$ cat config.mk
export PLATFORM = sky130hd
export DESIGN_NAME = alu_share_arbiter
export DESIGN_NICKNAME = d
export VERILOG_FILES = /design/src/rtl/alu_share_arbiter.sv
export SDC_FILE = /design/constraint.sdc
export NUM_CORES = 1
export LEC_CHECK = 0
export BUFFER_PORTS_ARGS = -buffer_cell sky130_fd_sc_hd__buf_2
export CORE_MARGIN = 5
export CORE_UTILIZATION = 46
export DETAILED_ROUTE_END_ITERATION = 12
export PLACE_DENSITY = 0.87
export SLEW_MARGIN = 20
export SYNTH_ARGS = -nofsm -noshare
export SYNTH_HDL_FRONTEND = slang
export SYNTH_SLANG_ARGS = --single-unit
$ cat constraint.sdc
create_clock -name clk -period 2.85 [get_ports clk]
set_input_delay 0.285 -clock clk [delete_from_list [all_inputs] [get_ports clk]]
set_output_delay 0.285 -clock clk [all_outputs]
set_load 0.05 [all_outputs]
$ cat src/rtl/alu_share_arbiter.sv
// Round-robin arbiter/sequencer sharing one Hack ALU among NREQ requesters.
// One operation in flight: IDLE (grant) -> EXEC (ALU settles) -> RESP (hand back).
module alu_share_arbiter #(
  parameter  int unsigned NREQ = 4,
  parameter  int unsigned W    = 16,
  localparam int unsigned IDW  = $clog2(NREQ)
) (
  input  logic                clk,
  input  logic                rst_n,
  input  logic [NREQ-1:0]     req_valid,
  output logic [NREQ-1:0]     req_ready,
  input  logic [NREQ*W-1:0]   req_x,
  input  logic [NREQ*W-1:0]   req_y,
  input  logic [NREQ*6-1:0]   req_ctl,
  output logic [W-1:0]        alu_x,
  output logic [W-1:0]        alu_y,
  output logic [5:0]          alu_ctl,
  input  logic [W-1:0]        alu_out,
  input  logic                alu_zr,
  input  logic                alu_ng,
  output logic                resp_valid,
  input  logic                resp_ready,
  output logic [IDW-1:0]      resp_id,
  output logic [W-1:0]        resp_out,
  output logic                resp_zr,
  output logic                resp_ng,
  output logic                busy
);

  localparam int unsigned CW = 6;

  typedef enum logic [1:0] {IDLE, EXEC, RESP} state_t;

  state_t          state;
  logic [W-1:0]    x_q;
  logic [W-1:0]    y_q;
  logic [CW-1:0]   ctl_q;
  logic [W-1:0]    res_q;
  logic            zr_q;
  logic            ng_q;
  logic [IDW-1:0]  id_q;
  logic [IDW-1:0]  last_grant;
  logic            resp_valid_q;
  logic            busy_q;

  logic [IDW-1:0]  winner;
  logic            found;
  int              idx;

  // Round-robin search: first valid requester after last_grant, wrapping.
  always_comb begin
    winner = '0;
    found  = 1'b0;
    idx    = 0;
    for (int k = 1; k <= int'(NREQ); k++) begin
      idx = (int'(last_grant) + k) % int'(NREQ);
      if (!found && req_valid[IDW'(idx)]) begin
        found  = 1'b1;
        winner = IDW'(idx);
      end
    end
  end

  // Grant is combinational in IDLE and forced low while reset is asserted.
  always_comb begin
    req_ready = '0;
    if (rst_n && (state == IDLE) && found) begin
      req_ready[winner] = 1'b1;
    end
  end

  // Sequencer: latch operands on grant, capture ALU result, hold until consumed.
  always_ff @(posedge clk or negedge rst_n) begin
    if (!rst_n) begin
      state        <= IDLE;
      x_q          <= '0;
      y_q          <= '0;
      ctl_q        <= '0;
      res_q        <= '0;
      zr_q         <= 1'b0;
      ng_q         <= 1'b0;
      id_q         <= '0;
      last_grant   <= IDW'(NREQ - 1);
      resp_valid_q <= 1'b0;
      busy_q       <= 1'b0;
    end else begin
      case (state)
        IDLE: begin
          if (found) begin
            x_q        <= req_x[int'(winner)*W +: W];
            y_q        <= req_y[int'(winner)*W +: W];
            ctl_q      <= req_ctl[int'(winner)*CW +: CW];
            id_q       <= winner;
            last_grant <= winner;
            busy_q     <= 1'b1;
            state      <= EXEC;
          end
        end
        EXEC: begin
          res_q        <= alu_out;
          zr_q         <= alu_zr;
          ng_q         <= alu_ng;
          resp_valid_q <= 1'b1;
          state        <= RESP;
        end
        RESP: begin
          if (resp_ready) begin
            resp_valid_q <= 1'b0;
            busy_q       <= 1'b0;
            state        <= IDLE;
          end
        end
        default: begin
          resp_valid_q <= 1'b0;
          busy_q       <= 1'b0;
          state        <= IDLE;
        end
      endcase
    end
  end

  assign alu_x      = x_q;
  assign alu_y      = y_q;
  assign alu_ctl    = ctl_q;
  assign resp_valid = resp_valid_q;
  assign resp_id    = id_q;
  assign resp_out   = res_q;
  assign resp_zr    = zr_q;
  assign resp_ng    = ng_q;
  assign busy       = busy_q;

endmodule

==> results of run 1 <==
## flip-flops by register name, indices dropped and copies added (netlist names), 2 cells and up
| register | cells |
|---|---|
| alu_x | 16 |
| alu_y | 16 |
| resp_out | 16 |
| alu_ctl | 6 |
| last_grant | 2 |
| resp_id | 2 |
| state | 2 |
## worst register-to-register path, cell delays in order (launching register included)
cell and delay [ps]:
dfstp_2 640, nor2b_1 210, o21ai_0 140, nor2_1 830, a221oi_1 240, o22ai_1 260
## synthesized netlist by cell type
master	instances	area [µm²]
dfstp_2	2	52.55
o221a_2	1	11.26
nand2_1	4	15.01
inv_1	4	15.01
o22ai_1	39	244.0
buf_2	11	55.05
nor3_2	2	20.02
mux2_2	18	202.7
o211a_1	1	10.01
nor4_1	2	12.51
o21ai_1	14	70.07
clkinv_2	1	5.000
a211oi_1	1	7.510
and4bb_2	1	12.51
and3_1	2	12.51
dfrtp_1	62	1551
a21o_1	1	7.510
clkbuf_1	11	41.29
o221ai_1	1	8.760
a31oi_1	1	6.260
nor3_1	1	5.000
nor2_1	47	176.4
or2_4	1	8.760
a221oi_1	38	332.8
mux2i_1	38	380.4
a21oi_1	6	30.03
o21ai_0	32	160.2
buf_6	9	101.4
or3_1	1	6.260
nor2b_1	2	12.51
or2b_1	1	7.510
nand2b_1	3	18.77
o21a_1	1	7.510
## area by class of cell
class                           instances  area, µm²
Clock inverter                          7      72.57
Sequential cell                        64       1604
Fill cell                             653       2635
Inverter                                5      20.02
Timing Repair Buffer                  251       1299
Multi-Input combinational cell        259       1805
Clock buffer                            9      123.9
Tap cell                              102      127.6
## layer usage
| metal | vias to the layer above | share of wire [%] | wire length (µm) |
|---|---|---|---|
| li1 | 1843 | - | - |
| met1 | 1901 | 36 | 4630 |
| met2 | 229 | 52 | 6646 |
| met3 | 44 | 8.1 | 1037 |
| met4 | 0 | 3.8 | 487 |
| met5 | - | 0 | 0 |
## what timing repair did
action                    CTS  global route
hold endpoints to repair    8             0
setup buffers               0             0
hold buffers                1             0
## report_power, final
part           internal [mW]  switching, mW
Combinational           1.32           3.02
Clock                  0.403          0.367
Sequential              1.39          0.337
Total                   3.12           3.72
## how the worst max path moves through the flow
stage                         to  slack [ps]  cells after the start
floorplan           req_ready[1]         -80                      6
global placement    req_ready[0]         450                      7
detailed placement      alu_y[5]         360                      8
CTS                 req_ready[0]         220                      4
global route        req_ready[0]         110                      4
finish              req_ready[0]         240                      4
## cells by family (layout without fill, tap and decap cells)
kind of cell | count (synthesis) | after routing
and+or+nand+nor | 67 | 67
DFF | 64 | 64
muxes | 56 | 56
buffers and inverters | 36 | 272
AOI/OAI and AO/OA | 136 | 136
==> results.cfg, run 1 <==
[setup_path]
r2r_end = alu_ctl[1]
crit_chain = or3_2 -> clkinv_2 -> and3_1 -> buf_2
crit_fanout = 27
cp_slowest_cell = or3_2
critPathLaunch = state[0]
crit_family = simple AND/OR/NAND/NOR gates
r2r_cells = 5
r2r_start = last_grant[1]
setup.worst_path.start_class = flop
cp.arrival_ps = 2320
cp.required_ps = 2570
path_buf_inv = 2
r2r_slack_ps = 460
cp-end-kind = primary output
crit_type = reg -> out
slowest_delay_ps = 740

[sta]
hold_violations = 0
fin_skew_ps = 13.18
worst-slew-pin-transition_ps = 1073
rsz0062_at_grt = false
holdWs_ps = 170.0
slew_violations = 0
maxSlewHeadroom_pct = 28.22
tns_ps = 0
timing.fmax_ghz = 0.3832
finalCritPeriodShare_pct = 91.57
period_needed_ps = 2610
setup_viol = 0
timing.final.ws_setup_ps = 240.4

[final_layout]
final_common_cell = buf_2
drive_above_1_share_pct = 49.58
area_growth_pct = 40.01
final_cells = 697
nets = 767
post-route-cell-area_um2 = 5052
num_antenna_cells = 0
layout_common_cells = buf_2, dfrtp_1, nor2_1
final_util_pct = 65.72

[clock_tree]
htreeDepth = 3
cts_sinks = 64
path_clk_slew_ps = 80
cts-root-buf = clkbuf_8
cts.path.max_buffers = 2
post_cts_resize_count = 0
cts_tree = done
numCtsBuffers = 9
clock_latency_ps = 340

[global_routing]
antenna_found_initial = 0
grt_pass1_wl_um = 20420
grtUsageMet2_pct = 45.19
grt_max_degree = 44
gr-total-overflow = 0
met1_usage_pct = 30.19
grt_busiest_layer = met2
grt_use_total_pct = 26.05
grt_pass1_vias = 4242
grt_use_met3_pct = 5.379

[place]
dp_hpwl_um = 9759
gp_congestion = 0.8570
place_area_um2 = 4841
numPortBuffers = 240
placedCellCount = 680
pre_cts_ws_ps = 355.5

[power_and_ir_drop]
p_leak_nw = 2.475
power.total_mw = 6.839
vdd_drop_max_v = 0.0006122
powerDensity_nw_per_um2 = 1354

[detailed_routing]
drt_first_iter_violations = 204
drc = 0
dr_total_vias = 4017
viasPerCell = 5.763
drt_wl_total_um = 12800
drtPass1Iterations = 5
ant_nets = 0
detail_route.wl_per_cell_um = 18.37

[logic_synthesis]
yosysUniqueCellTypes = 33
synth_nets = 536
yosysSeqAreaShare_pct = 44.45
synthXorXnorAreaFrac_pct = 0
muxShareOfSynthArea_pct = 16.16
synth_area_um2 = 3608
synth_cells = 359
synth_seq_cells = 64
synth_top_family_by_area = compound AO/OA/AOI/OAI gates
ys_warn_count = 0
synth_compound_area_share_pct = 24.83
synthSimpleGateAreaFrac_pct = 8.530
synthAdderAreaFrac_pct = 0
postSynthAreaPerCell_um2 = 10.05

[job]
cap_violations = 0

[worst_hold_path]
hold_path.class = in -> reg
hold_start = alu_out[7]
worstHoldEndpoint = resp_out[7]
min_path_cells = 2

[die]
start_util_pct = 46.94
io_pins = 241
dieArea_um2 = 9716
die_w_um = 98.57
core-area_um2 = 7687
rows = 32
fp.dieH_um = 98.57

[outcome]
outcome = completed
Power figures use the tool's default switching activity.
==> inputs of run 2 (changes only) <==
Settings changed: ABC_AREA from default to 1, CORE_UTILIZATION 46 to 48, SLEW_MARGIN 20 to default.
==> run 2 against run 1 <==
  * Final cell count up 43%
  * Utilization fell by 0.17 points
  * Sequential cell count unchanged
  * Register-to-register slack got worse by 130 ps
  * Die area grew 9.8%
  * Count of clock-buffer cells in the layout grew 1
  * Synthesized area increased by 16%
  * Critical path depth increased by 7
  * Worst hold slack got worse by 10 ps
  * Highest routed layer unchanged
  * Wire length rose by 5.1%
==> results.cfg, run 2 <==
[setup_path]
crit_chain = inv_2 -> nand2_1 -> nand2_1 -> nand2_1 -> nand2_1 -> nor2_2 -> nand2_1 -> nor2_4 -> nor2_4 -> nor3_1 -> clkbuf_4
cp.arrival_ps = 2420
cp_common_cell = nand2_1
cp_slowest_cell = dfstp_2
path_depth = 11
setup.worst_path.start_class = flop
crit_fanout = 9
r2r_end = alu_x[15]
r2r_cells = 12
r2r_slack_ps = 330
r2r_start = last_grant[0]
cp.required_ps = 2570
slowest_delay_ps = 600
path_buf_inv = 2
crit_family = simple AND/OR/NAND/NOR gates
critPathCapture = req_ready[3]
critPathLaunch = last_grant[0]
cp-end-kind = primary output
crit_type = reg -> out

[detailed_routing]
drt_wl_total_um = 13450
dr_total_vias = 4865
ant_nets = 0
detail_route.wl_per_cell_um = 13.46
drt_first_iter_violations = 282
drtPass1Iterations = 4
drc = 0
viasPerCell = 4.870

[clock_tree]
numCtsBuffers = 9
cts_tree = done
cts_hold_buf = 0
cts.path.max_buffers = 2
cts_sinks = 64
path_clk_slew_ps = 80
clock_latency_ps = 330
cts-root-buf = clkbuf_8
htreeDepth = 3

[logic_synthesis]
synth_area_um2 = 4179
yosys_most_used_dff = dfrtp_1
synth-edff-count = 0
postSynthAreaPerCell_um2 = 6.332
yosys-top-cells-count = nand2_1, nand3_1, dfrtp_1, buf_2, mux2_2
synth_most_common_cell = nand2_1
ys_warn_count = 0
synth_seq_cells = 64
yosysUniqueCellTypes = 21
yosysSeqAreaShare_pct = 38.38
synth_nets = 837
synth_top_area_share_pct = 37.99
synthArstFlopShare_pct = 100.0
synth_top_area_cell = nand2_1
synth_cells = 660
synth.area.top_cells = nand2_1, dfrtp_1, nand3_1, mux2_2, buf_2

[die]
rows = 34
dieArea_um2 = 10670
start_util_pct = 48.63
fp.dieH_um = 103.3
io_pins = 241
die_w_um = 103.3
core-area_um2 = 8593

[sta]
setup_viol = 0
timing.fmax_ghz = 0.3702
tns_ps = 0
finalCritPeriodShare_pct = 94.77
fin_skew_ps = 10.59
maxSlewHeadroom_pct = 36.76
timing.final.ws_setup_ps = 149.0
hold_violations = 0
period_needed_ps = 2701
slew_violations = 0
worst-slew-pin-transition_ps = 947.5
holdWs_ps = 160.0

[outcome]
outcome = completed

[global_routing]
grt_pass1_vias = 4366
antenna_found_initial = 0
grt_use_total_pct = 24.15
grt_max_degree = 77
grt_pass1_wl_um = 20360
gr-total-overflow = 0

[place]
numPortBuffers = 240
dp_hpwl_um = 9567
pre_cts_ws_ps = -13.79
gp_congestion = 0.8130

[final_layout]
area_growth_pct = 34.79
final_common_cell = nand2_1
drive_above_1_share_pct = 34.12
fillCellCount = 813
num_antenna_cells = 0
nets = 1063
layout_common_cells = nand2_1, buf_2, nand3_1

[worst_hold_path]
hold_path.class = in -> async

[job]
cap_violations = 0
-- run 2: routing by layer --
| layer | vias up | wire (µm) | track usage [%] |
|---|---|---|---|
| met4 | 0 | 181 | 5.578 |
| li1 | 2517 | - | - |
| met5 | - | 0 | 0 |
| met1 | 2124 | 5394 | 31.19 |
| met3 | 20 | 1398 | 8.115 |
| met2 | 204 | 6474 | 39.42 |
-- run 2: logic make-up (layout without fill, tap and decap cells) --
group,after synthesis,after routing,share of synthesized area (%)
AOI/OAI and AO/OA,7,7,0.9282
buffers and inverters,53,282,6.557
DFF,64,64,38.38
muxes,18,18,4.850
and+or+nand+nor,518,520,49.28
-- run 2: area by class of cell --
cell class | instances | area, µm² | area share [%]
multi-input combinational | 545 | 2338 | 41.51
clock buffer | 10 | 127.6 | 2.266
inverter | 12 | 45.04 | 0.7996
timing repair buffer | 254 | 1314 | 23.32
clock inverter | 6 | 68.82 | 1.222
sequential | 64 | 1604 | 28.48
tap | 108 | 135.1 | 2.399
-- run 2: worst register-to-register path, cell delays in order (launching register included) --
cell and delay, ps:
dfstp_2 600, nand2_1 70, nand2_1 110, nand2_1 70, nand2_1 140, nor2_1 80
a21boi_1 170, nand2_2 140, nor2_2 770, nand2_1 130, nand2_1 90, nand2_1 50
nand2_1 60
-- run 2: how the worst min path moves through the flow --
stage | cells past startpoint | slack [ps] | endpoint | startpoint
after floorplan | 0 | -10 | alu_ctl[0] | rst_n
after global placement | 2 | 460 | alu_ctl[5] | alu_ctl[5]
after detailed placement | 2 | 460 | alu_y[12] | alu_y[12]
after CTS | 2 | 160 | resp_out[4] | rst_n
after global routing | 2 | 170 | resp_out[14] | alu_out[14]
final | 2 | 160 | resp_id[0] | rst_n
-- run 2: metrics by stage --
stage | cell area [µm²] | cells | utilization (%)
final | 5633 | 999 | 65.55
after global routing | 5633 | 999 | 65.55
after CTS | 5598 | 997 | 65.14
after detailed placement | 5374 | 977 | 62.54
after global placement | 5374 | 977 | 62.54
after floorplan | 4179 | 660 | -
-- run 2: repair_timing --
item | 4_1_cts | 5_1_grt
pin swaps | 1 | 1
cloned | 2 | 0
setup endpoints to repair | 4 | 14
buffers inserted | 2 | 2
resized for setup | 0 | 9
Power of run 2 is not shown: default switching activity piles up to over one toggle a cycle in this logic, so the estimate is an artifact.
==> inputs of run 3 (changes only) <==
Settings changed: CELL_PAD_IN_SITES_DETAIL_PLACEMENT from default to 2, CELL_PAD_IN_SITES_GLOBAL_PLACEMENT from default to 2, CORE_UTILIZATION 48 to 23, PLACE_DENSITY 0.87 to default, PLACE_DENSITY_LB_ADDON from default to 0.1.
==> run 3 against run 2 <==
  * Utilization fell by 32 points
  * Wire length is 39% higher
  * Worst hold slack improved by 8.9 ps
  * Via count up 4.5%
  * Final cell count grew 12%
  * Worst setup slack better by 76 ps
  * Die area rose by 96%
  * Maximum frequency increased by 2.9%
  * Largest cell class unchanged
==> results.cfg, run 3 (same netlist as run 2, synthesis figures left out) <==
[place]
gp_congestion = 0.8448
dp_hpwl_um = 13700
numPortBuffers = 240

[sta]
setup_viol = 0
finalCritPeriodShare_pct = 92.12
period_needed_ps = 2625
rsz0062_at_grt = false
timing.fmax_ghz = 0.3809
holdWs_ps = 169.0
maxSlewHeadroom_pct = 43.44
fin_skew_ps = 8.389
hold_violations = 0
worst-slew-pin-transition_ps = 848.4
slew_violations = 0

[final_layout]
fillCellCount = 2252
layout_common_cells = nand2_1, buf_2, nand3_1
nets = 1062
multi_input_area_um2 = 2366
drive_above_1_share_pct = 34.61
seqCellArea_um2 = 1604
final_common_cell = nand2_1
area_growth_pct = 42.46
num_antenna_cells = 0

[detailed_routing]
ant_nets = 0
drc = 0
detail_route.wl_per_cell_um = 16.75
dr_total_vias = 5082
drtPass1Iterations = 5
viasPerCell = 4.542
drt_wl_total_um = 18750
drt_first_iter_violations = 148

[die]
die_w_um = 144.8
core-area_um2 = 17900
io_pins = 241
dieArea_um2 = 20970
start_util_pct = 23.34
fp.dieH_um = 144.8
rows = 49

[clock_tree]
numCtsBuffers = 9
clock_latency_ps = 340
cts_tree = done
htreeDepth = 3
cts-root-buf = clkbuf_16
cts.path.max_buffers = 2
path_clk_slew_ps = 70
cts_hold_buf = 0
cts_sinks = 64

[global_routing]
grt_max_degree = 77
grt_pass1_wl_um = 29020
grt_pass1_vias = 5573
grt_use_total_pct = 17.54
antenna_found_initial = 1
gr-total-overflow = 0

[setup_path]
r2r_end = alu_y[1]
cp_slowest_cell = dfstp_2
cp_common_cell = nand2_1
cp.required_ps = 2570
path_buf_inv = 4
crit_family = simple AND/OR/NAND/NOR gates
r2r_start = last_grant[0]
crit_fanout = 7
r2r_slack_ps = 320
r2r_cells = 13
crit_type = reg -> out
cp.arrival_ps = 2340
slowest_delay_ps = 600
cp-end-kind = primary output
setup.worst_path.start_class = flop
critPathLaunch = last_grant[0]
crit_chain = nand2_1 -> nand2_1 -> nand2_1 -> nand2_1 -> inv_2 -> nand2_2 -> nor2_1 -> inv_1 -> nand2_2 -> inv_2 -> nand2_1 -> nor3_1 -> buf_4

[worst_hold_path]
hold_path.class = in -> async

[job]
cap_violations = 0

[outcome]
outcome = completed
-- run 3: cell types whose count changed in the layout (fill, tap and decap cells not counted), sizes merged --
cell | previous run | this run
clkinvlp | 1 | 0
clkinv | 4 | 3
clkbuf | 11 | 9
bufinv | 1 | 2
inv | 12 | 14
-- run 3: layer usage --
metal	wire length (µm)	part of all wire [%]	up-vias	track usage, %
met1	7853	42	2429	21.52
met4	141	0.75	2	3.240
met2	9384	50	133	31.41
li1	-	-	2504	-
met3	1359	7.2	14	4.305
met5	7	0.037	-	0
-- run 3: stage by stage --
step / worst slack [ps] / setup TNS (ps) / area (µm²) / std cells / util, %
floorplan: -38.50 / -106.4 / 4179 / 660 / -
global placement: -39.31 / -118.2 / 5528 / 1098 / 30.88
detailed placement: -178.1 / -5471 / 5528 / 1098 / 30.88
CTS: 59.45 / 0 / 5879 / 1117 / 32.84
global route: 18.19 / 0 / 5953 / 1119 / 33.25
finish: 224.7 / 0 / 5953 / 1119 / 33.25
-- run 3: area by class of cell --
class / count / area share (%)
multi-input cells: 545 / 39.74
flip-flops and latches: 64 / 26.94
repair buffers: 253 / 22.22
well taps: 229 / 4.813
clock buffers: 9 / 3.783
clock inverters: 7 / 1.744
inverters: 12 / 0.7566
-- run 3: how the worst max path moves through the flow --
stage	to	slack (ps)	cells after the start
2_1_floorplan	req_ready[0]	-40	11
3_3_place_gp	req_ready[1]	-40	11
3_5_place_dp	req_ready[0]	-180	11
4_1_cts	req_ready[2]	60	11
5_1_grt	req_ready[2]	20	11
6_report	req_ready[3]	220	13
-- run 3: what timing repair did --
action | 4_1_cts | 5_1_grt
pin swaps | 1 | 2
setup endpoints to repair | 44 | 26
buffers inserted | 1 | 2
gates resized for setup | 1 | 21
gates cloned | 2 | 0
Power of run 3 is left out for the same reason.
